**config.mk**
```make
export PLATFORM = sky130hd
export DESIGN_NAME = intra_4x4_mode_ctx_flat
export DESIGN_NICKNAME = d
export VERILOG_FILES = /design/src/rtl/intra_4x4_mode_ctx_pkg.sv /design/src/rtl/intra_4x4_mode_ctx_if.sv /design/src/rtl/intra_4x4_mode_ctx_top_line_buf.sv /design/src/rtl/intra_4x4_mode_ctx.sv /design/src/flat_wrapper.sv
export SDC_FILE = /design/constraint.sdc
export NUM_CORES = 2
export LEC_CHECK = 0
export ABC_AREA = 1
export BUFFER_PORTS_ARGS = -buffer_cell sky130_fd_sc_hd__buf_2
export CORE_MARGIN = 2
export CORE_UTILIZATION = 65
export CTS_CLUSTER_DIAMETER = 40
export DETAILED_ROUTE_END_ITERATION = 10
export HOLD_SLACK_MARGIN = 0.03
export PLACE_DENSITY = 0.82
export SLEW_MARGIN = 20
export SYNTH_ARGS = -nofsm -noshare
export SYNTH_HDL_FRONTEND = slang
export SYNTH_SLANG_ARGS = --single-unit
```
**constraint.sdc**
```tcl
create_clock -name clk -period 8.6 [get_ports clk]
set_input_delay 0.86 -clock clk [delete_from_list [all_inputs] [get_ports clk]]
set_output_delay 0.86 -clock clk [all_outputs]
set_load 0.01 [all_outputs]
```
**src/rtl/intra_4x4_mode_ctx_pkg.sv**
```systemverilog
// intra_4x4_mode_ctx shared package: mode constants, index sets,
// FSM encoding, syntax bundle and nibble helpers.
package intra_4x4_mode_ctx_pkg;

  localparam logic [3:0]  I4_MODE_DC  = 4'd2;
  localparam logic [3:0]  I4_MODE_NA  = 4'd15;
  localparam logic [3:0]  I4_MODE_MAX = 4'd8;
  localparam logic [15:0] I4_DC_ROW   = {4{I4_MODE_DC}};

  localparam logic [15:0] RCOL_IDX = {4'd5, 4'd7, 4'd13, 4'd15};
  localparam logic [15:0] BROW_IDX = {4'd10, 4'd11, 4'd14, 4'd15};

  typedef enum logic [1:0] {
    ST_IDLE = 2'd0,
    ST_LOAD = 2'd1,
    ST_RUN  = 2'd2,
    ST_WB   = 2'd3
  } state_t;

  typedef struct packed {
    logic [3:0] blk;
    logic       flag;
    logic [2:0] rem;
  } syn_t;

  function automatic logic [5:0] nib_lsb(input logic [3:0] b);
    nib_lsb = {~b, 2'b00};
  endfunction

  function automatic logic [3:0] nib_at(
    input logic [63:0] m,
    input logic [3:0]  b
  );
    logic [5:0] lsb;
    lsb = nib_lsb(b);
    nib_at = m[lsb +: 4];
  endfunction

  function automatic logic [15:0] gather(
    input logic [63:0] m,
    input logic [15:0] idx
  );
    gather = {nib_at(m, idx[15:12]),
              nib_at(m, idx[11:8]),
              nib_at(m, idx[7:4]),
              nib_at(m, idx[3:0])};
  endfunction

  function automatic logic [2:0] rem_of(
    input logic [3:0] mode,
    input logic [3:0] pred
  );
    logic [3:0] dec;
    dec = mode - 4'd1;
    rem_of = (mode < pred) ? mode[2:0] : dec[2:0];
  endfunction

endpackage

```
**src/rtl/intra_4x4_mode_ctx_if.sv**
```systemverilog
// intra_4x4_mode_ctx bus: MB control, best-mode and syntax
// handshakes, and the pred-gen context bus.
interface intra_4x4_mode_ctx_if #(
  parameter int MB_X_W = 8,
  parameter int MB_Y_W = 8
);
  logic              mb_start;
  logic              mb_rdy;
  logic              mb_i4x4;
  logic [MB_X_W-1:0] mb_x_in;
  logic [MB_Y_W-1:0] mb_y_in;
  logic              mode_valid;
  logic              mode_ready;
  logic [3:0]        mode_in;
  logic [MB_X_W-1:0] pg_mb_x;
  logic [MB_Y_W-1:0] pg_mb_y;
  logic [3:0]        pg_blk4x4_num;
  logic [63:0]       pg_bm_c;
  logic [15:0]       pg_bm_l;
  logic [15:0]       pg_bm_t;
  logic [3:0]        pg_mode_pred;
  logic              syn_valid;
  logic              syn_ready;
  logic [3:0]        syn_blk;
  logic              syn_flag;
  logic [2:0]        syn_rem;
  logic              mb_done;
  logic              err;

  modport master (
    output mb_start, mb_i4x4, mb_x_in, mb_y_in,
    output mode_valid, mode_in, pg_mode_pred, syn_ready,
    input  mb_rdy, mode_ready,
    input  pg_mb_x, pg_mb_y, pg_blk4x4_num,
    input  pg_bm_c, pg_bm_l, pg_bm_t,
    input  syn_valid, syn_blk, syn_flag, syn_rem,
    input  mb_done, err
  );

  modport slave (
    input  mb_start, mb_i4x4, mb_x_in, mb_y_in,
    input  mode_valid, mode_in, pg_mode_pred, syn_ready,
    output mb_rdy, mode_ready,
    output pg_mb_x, pg_mb_y, pg_blk4x4_num,
    output pg_bm_c, pg_bm_l, pg_bm_t,
    output syn_valid, syn_blk, syn_flag, syn_rem,
    output mb_done, err
  );
endinterface

```
**src/rtl/intra_4x4_mode_ctx_top_line_buf.sv**
```systemverilog
// intra_4x4_top_line_buf: single-port top-row mode RAM, 1-cycle
// read; out-of-range addresses read DC and never write.
module intra_4x4_top_line_buf
  import intra_4x4_mode_ctx_pkg::*;
#(
  parameter int MAX_MB_X = 120,
  parameter int AW       = 8
) (
  input  logic          clk,
  input  logic          i_we,
  input  logic [AW-1:0] i_addr,
  input  logic [15:0]   i_wdata,
  output logic [15:0]   o_rdata
);
  localparam int IW = (MAX_MB_X > 1) ? $clog2(MAX_MB_X) : 1;
  localparam logic [AW:0] LIM = (AW+1)'(MAX_MB_X);

  logic [15:0]   r_mem [MAX_MB_X];
  logic [15:0]   r_rdata;
  logic          w_in_range;
  logic [IW-1:0] w_idx;

  assign w_in_range = {1'b0, i_addr} < LIM;
  assign w_idx      = i_addr[IW-1:0];
  assign o_rdata    = r_rdata;

  // storage write, guarded against columns past the picture edge
  always_ff @(posedge clk) begin
    if (i_we && w_in_range)
      r_mem[w_idx] <= i_wdata;
  end

  // registered read; outside the picture behaves like DC neighbours
  always_ff @(posedge clk) begin
    r_rdata <= w_in_range ? r_mem[w_idx] : I4_DC_ROW;
  end
endmodule

```
**src/rtl/intra_4x4_mode_ctx.sv**
```systemverilog
// intra_4x4_mode_ctx: intra4x4 mode context + mode syntax gen.
// Optional mode range check: define INTRA4X4_MODE_CHK_EN.
module intra_4x4_mode_ctx
  import intra_4x4_mode_ctx_pkg::*;
#(
  parameter int MB_X_W   = 8,
  parameter int MB_Y_W   = 8,
  parameter int MAX_MB_X = 120
) (
  input logic clk,
  input logic rst_n,
  intra_4x4_mode_ctx_if.slave bus
);
  state_t            r_state;
  logic              r_mb_rdy;
  logic              r_i4x4;
  logic              r_mb_done;
  logic [MB_X_W-1:0] r_mb_x;
  logic [MB_Y_W-1:0] r_mb_y;
  logic [3:0]        r_blk;
  logic [63:0]       r_bm_c;
  logic [15:0]       r_bm_l;
  logic [15:0]       r_bm_t;
  logic              r_syn_valid;
  syn_t              r_syn;

  logic              w_mode_ready;
  logic              w_xfer;
  logic [3:0]        w_mode;
  logic [5:0]        w_lsb;
  logic              w_lb_we;
  logic [MB_X_W-1:0] w_lb_addr;
  logic [15:0]       w_lb_rdata;
  logic [15:0]       w_top_wb;
  logic [15:0]       w_left_wb;

  assign w_mode_ready = (r_state == ST_RUN) &&
                        (!r_syn_valid || bus.syn_ready);
  assign w_xfer = bus.mode_valid && w_mode_ready;
  assign w_lsb  = nib_lsb(r_blk);

`ifdef INTRA4X4_MODE_CHK_EN
  logic w_bad;
  logic r_err;

  assign w_bad  = bus.mode_in > I4_MODE_MAX;
  assign w_mode = w_bad ? I4_MODE_DC : bus.mode_in;
  assign bus.err = r_err;

  // sticky flag for any accepted out-of-range mode
  always_ff @(posedge clk or negedge rst_n) begin
    if (!rst_n)
      r_err <= 1'b0;
    else if (w_xfer && w_bad)
      r_err <= 1'b1;
  end
`else
  assign w_mode  = bus.mode_in;
  assign bus.err = 1'b0;
`endif

  assign w_top_wb  = r_i4x4 ? gather(r_bm_c, BROW_IDX)
                            : I4_DC_ROW;
  assign w_left_wb = r_i4x4 ? gather(r_bm_c, RCOL_IDX)
                            : I4_DC_ROW;

  assign w_lb_we   = (r_state == ST_WB);
  assign w_lb_addr = w_lb_we ? r_mb_x : bus.mb_x_in;

  intra_4x4_top_line_buf #(
    .MAX_MB_X (MAX_MB_X),
    .AW       (MB_X_W)
  ) u_line_buf (
    .clk     (clk),
    .i_we    (w_lb_we),
    .i_addr  (w_lb_addr),
    .i_wdata (w_top_wb),
    .o_rdata (w_lb_rdata)
  );

  // MB sequencer: start, top fetch, block collection, write-back
  always_ff @(posedge clk or negedge rst_n) begin
    if (!rst_n) begin
      r_state   <= ST_IDLE;
      r_mb_rdy  <= 1'b1;
      r_i4x4    <= 1'b0;
      r_mb_done <= 1'b0;
      r_mb_x    <= '0;
      r_mb_y    <= '0;
      r_blk     <= '0;
      r_bm_c    <= '0;
      r_bm_t    <= '0;
      r_bm_l    <= I4_DC_ROW;
    end else begin
      r_mb_done <= 1'b0;
      unique case (r_state)
        ST_IDLE: begin
          if (bus.mb_start) begin
            r_mb_x   <= bus.mb_x_in;
            r_mb_y   <= bus.mb_y_in;
            r_i4x4   <= bus.mb_i4x4;
            r_bm_c   <= '0;
            r_mb_rdy <= 1'b0;
            r_state  <= ST_LOAD;
          end
        end
        ST_LOAD: begin
          r_bm_t  <= w_lb_rdata;
          r_blk   <= '0;
          r_state <= r_i4x4 ? ST_RUN : ST_WB;
        end
        ST_RUN: begin
          if (w_xfer) begin
            r_bm_c[w_lsb +: 4] <= w_mode;
            r_blk <= r_blk + 4'd1;
            if (r_blk == 4'd15)
              r_state <= ST_WB;
          end
        end
        ST_WB: begin
          r_bm_l    <= w_left_wb;
          r_mb_done <= 1'b1;
          r_mb_rdy  <= 1'b1;
          r_state   <= ST_IDLE;
        end
      endcase
    end
  end

  // syntax output register; a new transfer overrides the drain
  always_ff @(posedge clk or negedge rst_n) begin
    if (!rst_n) begin
      r_syn_valid <= 1'b0;
      r_syn       <= '0;
    end else if (w_xfer) begin
      r_syn_valid <= 1'b1;
      r_syn.blk   <= r_blk;
      r_syn.flag  <= (w_mode == bus.pg_mode_pred);
      r_syn.rem   <= rem_of(w_mode, bus.pg_mode_pred);
    end else if (bus.syn_ready) begin
      r_syn_valid <= 1'b0;
    end
  end

  assign bus.mb_rdy        = r_mb_rdy;
  assign bus.mode_ready    = w_mode_ready;
  assign bus.pg_mb_x       = r_mb_x;
  assign bus.pg_mb_y       = r_mb_y;
  assign bus.pg_blk4x4_num = r_blk;
  assign bus.pg_bm_c       = r_bm_c;
  assign bus.pg_bm_l       = r_bm_l;
  assign bus.pg_bm_t       = r_bm_t;
  assign bus.syn_valid     = r_syn_valid;
  assign bus.syn_blk       = r_syn.blk;
  assign bus.syn_flag      = r_syn.flag;
  assign bus.syn_rem       = r_syn.rem;
  assign bus.mb_done       = r_mb_done;
endmodule
```
**src/flat_wrapper.sv**
```systemverilog
// flat-port wrapper written by rule: the top's interface ports become plain ports
module intra_4x4_mode_ctx_flat import intra_4x4_mode_ctx_pkg::*;
#(
  parameter int MB_X_W   = 8,
  parameter int MB_Y_W   = 8,
  parameter int MAX_MB_X = 120
)
  (clk, rst_n, bus_mb_start, bus_mb_i4x4, bus_mb_x_in, bus_mb_y_in, bus_mode_valid, bus_mode_in, bus_pg_mode_pred, bus_syn_ready, bus_mb_rdy, bus_mode_ready, bus_pg_mb_x, bus_pg_mb_y, bus_pg_blk4x4_num, bus_pg_bm_c, bus_pg_bm_l, bus_pg_bm_t, bus_syn_valid, bus_syn_blk, bus_syn_flag, bus_syn_rem, bus_mb_done, bus_err);
  intra_4x4_mode_ctx_if #(.MB_X_W(MB_X_W), .MB_Y_W(MB_Y_W)) bus_i ();
  input logic clk;
  input logic rst_n;
  input wire logic [$bits(bus_i.mb_start)-1:0] bus_mb_start;
  input wire logic [$bits(bus_i.mb_i4x4)-1:0] bus_mb_i4x4;
  input wire logic [$bits(bus_i.mb_x_in)-1:0] bus_mb_x_in;
  input wire logic [$bits(bus_i.mb_y_in)-1:0] bus_mb_y_in;
  input wire logic [$bits(bus_i.mode_valid)-1:0] bus_mode_valid;
  input wire logic [$bits(bus_i.mode_in)-1:0] bus_mode_in;
  input wire logic [$bits(bus_i.pg_mode_pred)-1:0] bus_pg_mode_pred;
  input wire logic [$bits(bus_i.syn_ready)-1:0] bus_syn_ready;
  output wire logic [$bits(bus_i.mb_rdy)-1:0] bus_mb_rdy;
  output wire logic [$bits(bus_i.mode_ready)-1:0] bus_mode_ready;
  output wire logic [$bits(bus_i.pg_mb_x)-1:0] bus_pg_mb_x;
  output wire logic [$bits(bus_i.pg_mb_y)-1:0] bus_pg_mb_y;
  output wire logic [$bits(bus_i.pg_blk4x4_num)-1:0] bus_pg_blk4x4_num;
  output wire logic [$bits(bus_i.pg_bm_c)-1:0] bus_pg_bm_c;
  output wire logic [$bits(bus_i.pg_bm_l)-1:0] bus_pg_bm_l;
  output wire logic [$bits(bus_i.pg_bm_t)-1:0] bus_pg_bm_t;
  output wire logic [$bits(bus_i.syn_valid)-1:0] bus_syn_valid;
  output wire logic [$bits(bus_i.syn_blk)-1:0] bus_syn_blk;
  output wire logic [$bits(bus_i.syn_flag)-1:0] bus_syn_flag;
  output wire logic [$bits(bus_i.syn_rem)-1:0] bus_syn_rem;
  output wire logic [$bits(bus_i.mb_done)-1:0] bus_mb_done;
  output wire logic [$bits(bus_i.err)-1:0] bus_err;
  assign bus_i.mb_start = bus_mb_start;
  assign bus_i.mb_i4x4 = bus_mb_i4x4;
  assign bus_i.mb_x_in = bus_mb_x_in;
  assign bus_i.mb_y_in = bus_mb_y_in;
  assign bus_i.mode_valid = bus_mode_valid;
  assign bus_i.mode_in = bus_mode_in;
  assign bus_i.pg_mode_pred = bus_pg_mode_pred;
  assign bus_i.syn_ready = bus_syn_ready;
  assign bus_mb_rdy = bus_i.mb_rdy;
  assign bus_mode_ready = bus_i.mode_ready;
  assign bus_pg_mb_x = bus_i.pg_mb_x;
  assign bus_pg_mb_y = bus_i.pg_mb_y;
  assign bus_pg_blk4x4_num = bus_i.pg_blk4x4_num;
  assign bus_pg_bm_c = bus_i.pg_bm_c;
  assign bus_pg_bm_l = bus_i.pg_bm_l;
  assign bus_pg_bm_t = bus_i.pg_bm_t;
  assign bus_syn_valid = bus_i.syn_valid;
  assign bus_syn_blk = bus_i.syn_blk;
  assign bus_syn_flag = bus_i.syn_flag;
  assign bus_syn_rem = bus_i.syn_rem;
  assign bus_mb_done = bus_i.mb_done;
  assign bus_err = bus_i.err;
  intra_4x4_mode_ctx #(.MB_X_W(MB_X_W), .MB_Y_W(MB_Y_W), .MAX_MB_X(MAX_MB_X)) u_core (.clk(clk), .rst_n(rst_n), .bus(bus_i));
endmodule
```
Word-level counts from Yosys, hierarchy flattened. Memories as Yosys holds them, arrays and structs flattened. A register that Yosys moved wholly into a read port is not among the register bits. Cells that the tools add are included.

Equal/unequal tests: 8. $lt $le $gt $ge: 2. Multiplexer cells: 22. Bitwise operators: 1. Reductions and logical operators: 16. Shift-type cells: 2. $add $sub $neg: 3.

Operators by type and width (number): 2-to-1 mux 64 bit (2); case mux 64 bit (2 select lines) (1); bitwise mux 64 bit (1); variable shift 4 x 8 -> 64 bit (first input constant) (1); variable part select 4 x 8 -> 64 bit (1); 2-to-1 mux 16 bit (2); less-than comparator 8 x 7 -> 1 bit (second input constant) (1); 2-to-1 mux 8 bit (1); negator 6 -> 8 bit (1); case mux 2 bit (4 select lines) (1); case mux 4 bit (2 select lines) (1); nonzero test 2 bit (4); 2-to-1 mux 1 bit (7); 2-to-1 mux 2 bit (3); AND reduction 2 bit (3); AND reduction 3 bit (2); adder 4 x 1 -> 4 bit (second input constant) (1); equality test 2 bit (second input constant) (2); equality test 4 bit (1); equality test 4 bit (second input constant) (1); less-than comparator 4 bit (1); 2-to-1 mux 4 bit (1); inequality test 2 bit (second input constant) (2); NOT 4 bit (1); other kinds (9) (12).

Memories: 1. Word-level logic and storage cells: 69. Bits in writable memories: 1920. Output and inout bits: 129. Input port bits: 30. Register bits: 130.

Memories: u_core.u_line_buf.r_mem (words 120, bits a word 16, rd ports 1, clocked after memory_dff 1, write ports 1, RTL line intra_4x4_mode_ctx_top_line_buf.sv:18) `logic [15:0] r_mem [MAX_MB_X];`.

Logic depth before layout (Yosys ltp).
Depth after elaboration: 6. Gate-level depth with buffers: 19.

Cells and area by module. A second synthesis with hierarchy kept.

Cells, all modules: 8352. Area, all modules: 87928.1 um^2.

By module, submodules not included: intra_4x4_top_line_buf (instances 1, cells an instance 7631, area each 81939.8 um^2); intra_4x4_mode_ctx (instances 1, cells an instance 721, area each 5988.2 um^2).

Worst setup path before layout. Ideal clock, no wire load.

Path kind: input port to flip-flop. From: in bus_mb_x_in[0]. To: mem u_core.u_line_buf.r_mem[101][0], enable pin. Arrival time: 2686 ps. Library setup time: 388 ps. Slack: 5525 ps. Cell stages on the path: 10. Cell sequence: inv_1 nand2_1 nand2_2 buf_6 buf_4 buf_4 nor3_1 nand2_2 buf_2 nor2_1.

Word-level cells in the longest chain between the ends: 5.

RTL lines: from (decl) (RTL line flat_wrapper.sv:14) `input wire logic [$bits(bus_i.mb_x_in)-1:0] bus_mb_x_in;`; 2-to-1 mux 8 bit * (RTL line intra_4x4_mode_ctx.sv:68) `assign w_lb_addr = w_lb_we ? r_mb_x : bus.mb_x_in;`; less-than comparator 8 x 7 -> 1 bit (RTL line intra_4x4_mode_ctx_top_line_buf.sv:23) `assign w_in_range = {1'b0, i_addr} < LIM;`; logical AND 1 bit (RTL line intra_4x4_mode_ctx_top_line_buf.sv:29) `if (i_we && w_in_range)`; 2-to-1 mux 1 bit (RTL line intra_4x4_mode_ctx_top_line_buf.sv:29); 2-to-1 mux 1 bit (not written as such) (RTL line intra_4x4_mode_ctx_top_line_buf.sv:30) `r_mem[w_idx] <= i_wdata;`; to (decl) (RTL line intra_4x4_mode_ctx_top_line_buf.sv:18).

Mark *: on every way between the ends. The rest lies on a longest branch, timed or not.

Worst setup path after layout.
From: reg u_core.r_state[1]. To: mem u_core.u_line_buf.r_mem[68][12], enable pin.

Word-level cells in the longest chain between the ends: 6.

RTL lines: from (decl) (RTL line intra_4x4_mode_ctx.sv:14) `state_t r_state;`; from (signal assigned) (RTL line intra_4x4_mode_ctx.sv:110) `r_state <= r_i4x4 ? ST_RUN : ST_WB;`; equality test 2 bit * (RTL line intra_4x4_mode_ctx.sv:67) `assign w_lb_we = (r_state == ST_WB);`; named net u_core.u_line_buf.i_we (RTL line intra_4x4_mode_ctx_top_line_buf.sv:10) `input logic i_we,`; 2-to-1 mux 8 bit (RTL line intra_4x4_mode_ctx.sv:68); less-than comparator 8 x 7 -> 1 bit (RTL line intra_4x4_mode_ctx_top_line_buf.sv:23); logical AND 1 bit (RTL line intra_4x4_mode_ctx_top_line_buf.sv:29); 2-to-1 mux 1 bit (RTL line intra_4x4_mode_ctx_top_line_buf.sv:29); 2-to-1 mux 1 bit (not written as such) (RTL line intra_4x4_mode_ctx_top_line_buf.sv:30).

Mark *: on every way through the listed nets, which the timed path passes. The rest lies on a longest branch.

==> key figures <==
Die
  – Die width: 372.2 um
  – Row count: 135
  – Core area: 135000 um^2
  – Die H: 372.2 um
  – Boundary Pins: 159
  – Full die area: 138500 um^2
  – Initial Util: 65.29%

Route
  – Via count: 61380
  – Vias per Instance: 5.790
  – TritonRoute pass-1 iters: 8
  – First DRT Iteration DRCs: 9774
  – Avg WL per Cell: 22.48 um
  – DR DRC count: 0
  – DRT Wirelength: 238400 um
  – Post-route ant nets: 0

Pwr
  – Leakage power: 42.10 nW
  – Cell Pwr Density: 320.8 nW/um^2
  – Worst vdd ir: 0.0003117 V

Global routing
  – GR Util All Layers: 34.36%
  – Initial antenna violation count: 4
  – Largest net degree at the start of global routing: 222
  – Total grt overflow: 0
  – First-pass GRT wire length: 351800 um
  – Number of global-route vias before repair: 58770

Setup path
  – CP Buf/Inv Count: 2
  – WP depth: 10
  – Req. time, crit path: 9.08 ns
  – Endpoint class of the critical path: flop
  – Critical path type: reg2reg
  – Delay-heaviest family, CP: simple AND/OR/NAND/NOR gates
  – Max stage delay on crit path: 1.10 ns
  – CP cell instances: ha_1 -> inv_2 -> or2_1 -> o21ai_2 -> nor2_2 -> inv_2 -> o21ai_4 -> nor2_4 -> nand3_2 -> nor2_2
  – Crit-path max FO: 40
  – CP startpoint kind: flop
  – Reg2reg path depth: 10
  – Slowest cell on the critical path: nor2_2
  – Crit path DAT: 6.73 ns

CTS
  – Worst-skew pair later-pin latency: 0.86 ns
  – Clock Tree Root: clkbuf_16
  – CTS buffer count: 226
  – CTS tree: built
  – H-tree depth: 4
  – CTS resizes: 0
  – Clk sinks: 2066
  – Post-CTS Repair Setup Buffers: 0
  – Clk slew on worst S/H paths: 0.06 ns
  – Buffer depth of the longest clock path: 3

Timing
  – Post-route minimum period: 6.251 ns
  – Max-slew violations: 0
  – Slew headroom: 19.22%
  – Setup TNS: 0 ns
  – Slew @ Worst Pin: 1.210 ns
  – Min Hold Slack: 0.1953 ns
  – Max Fclk: 160.0 MHz
  – Final period util: 72.69%
  – Fin. Hold Viols: 0
  – RSZ-0062 raised after global routing: no
  – Setup Skew: 0.02948 ns
  – # setup viols final: 0

Hold path
  – Hold path depth: 3
  – Worst Hold Class: in2reg

Place
  – Area after DPL: 90380 um^2
  – Port buffer count: 157
  – Gpl congestion: 0.9518
  – Detailed placement HPWL: 135800 um
  – Placed insts: 10180

Yosys
  – Synth Area per Inst: 10.38 um^2
  – Yosys top cell area share: 65.43%
  – Yosys reg bits: 2066
  – Yosys warning count: 0
  – Predominant post-synthesis flop cell: edfxtp_1
  – Ys async rst share: 6.292%
  – Synth unique cells: 38
  – Number of synthesized flops with an enable pin: 1920
  – Synth Cell Area: 88120 um^2
  – Syn_nets: 8530
  – Synth area leaders: edfxtp_1 (65%), nand2_1 (12%), inv_1 (5.7%)
  – Syn Inst Count: 8488
  – Post-synth top area cell: edfxtp_1
  – Post-synthesis sequential area ratio: 69.49%

Final layout
  – Layout cell share with drive strength beyond 1: 9.127%
  – N_diodes: 0
  – Final Instance Area: 98110 um^2
  – Area Growth Syn to Fin: 11.34%
  – Fin util: 72.69%
  – Finished Layout Cells: 10600
  – Commonest non-fill, non-tap cell in the layout: nand2_1
  – Most frequent cells in the layout: nand2_1 (2802), edfxtp_1 (1920), inv_1 (1332)
  – Final net count: 8669

Flow run
  – Max cap viols: 0

Run status
  – Status: finished clean
## worst register-to-register path, delay by kind of cell (launching register included)
| kind | cells | cell delay, ns |
|---|---|---|
| buf+inv | 2 | 1.17 |
| flops | 1 | 0.41 |
| fa+ha+maj | 1 | 0.78 |
| compound gates | 2 | 0.45 |
| simple gates | 5 | 3.06 |
## cell usage after synthesis, drive strengths merged (16+ instances only)
| cell type | number |
|---|---|
| nand2 | 2812 |
| nand3 | 648 |
| buf | 291 |
| dfrtp | 125 |
| o22ai | 40 |
| nor2 | 682 |
| or2 | 59 |
| a21oi | 70 |
| edfxtp | 1920 |
| inv | 1352 |
| o21a | 21 |
| dfxtp | 16 |
| o211ai | 101 |
| o21ai | 207 |
| clkbuf | 93 |
## sequential cells by signal, indices dropped and copies added, names as in the netlist
register and count:
u_core.u_line_buf.r_mem 1920, u_core.bus.pg_bm_c 64, u_core.bus.pg_bm_l 16, u_core.bus.pg_bm_t 16, u_core.u_line_buf.o_rdata 16, u_core.bus.pg_mb_x 8
u_core.bus.pg_mb_y 8, u_core.bus.pg_blk4x4_num 4, u_core.bus.syn_blk 4, u_core.bus.syn_rem 3, u_core.r_state 2, u_core.bus.mb_done 1
u_core.bus.mb_rdy 1, u_core.bus.syn_flag 1, u_core.bus.syn_valid 1, u_core.r_i4x4 1
## stage by stage
step                power (W)  setup slack, ns
finish                0.03147            2.349
global route          0.03261            2.272
CTS                   0.03121            2.260
detailed placement    0.02134            2.390
global placement      0.02112            2.561
floorplan             0.01813            5.525
## power breakdown
group | internal, W | switching (W)
Combinational | 0.00231 | 0.00762
Sequential | 0.0115 | 0.000173
Clock | 0.00584 | 0.00406
Total | 0.0196 | 0.0119
## routing by layer
| layer | share of wire, % | vias to the layer above | global-route usage, % |
|---|---|---|---|
| met5 | 0.0055 | - | 0 |
| met1 | 36 | 29050 | 46.52 |
| met4 | 5.2 | 2 | 16.65 |
| li1 | - | 27560 | - |
| met3 | 12 | 667 | 6.798 |
| met2 | 46 | 4097 | 53.93 |
## path summary, 6_finish.rpt
check	from	end	slack, ns
min reg2reg	u_core.bus.pg_bm_t[11]	u_core.bus.pg_bm_t[11]	0.46
max in group asynchronous	rst_n	u_core.bus.pg_bm_t[9]	6.76
max reg2reg	u_core.r_state[1]	u_core.u_line_buf.r_mem[68][12]	2.35
min	bus_mb_y_in[5]	u_core.bus.pg_mb_y[5]	0.20
min in group asynchronous	rst_n	u_core.bus.pg_bm_c[56]	0.57
max	u_core.r_state[1]	u_core.u_line_buf.r_mem[68][12]	2.35
## area by class of cell
type,instances,area (um^2)
Tap cell,1781,2228
Sequential cell,2066,61240
Inverter,1352,5105
Multi-Input combinational cell,4686,19930
Fill cell,8582,36850
Clock inverter,146,1697
Timing Repair Buffer,295,1931
Clock buffer,275,5986
## kinds of logic after synthesis
kind of cell	share of synthesized area (%)
buffers and inverters	8.087
adders and majority gates	0.1704
xor gates and xnor gates	0.01988
and+or+nand+nor	19.27
DFF	69.49
muxes	0.01136
AOI/OAI and AO/OA	2.948
other	0.004256
## repair_timing
item	in CTS	in global routing
hold buffers	1	0
endpoints found under the setup margin	0	0
endpoints found under the hold margin	65	0
Note: power is estimated with default switching activity, not from simulation.
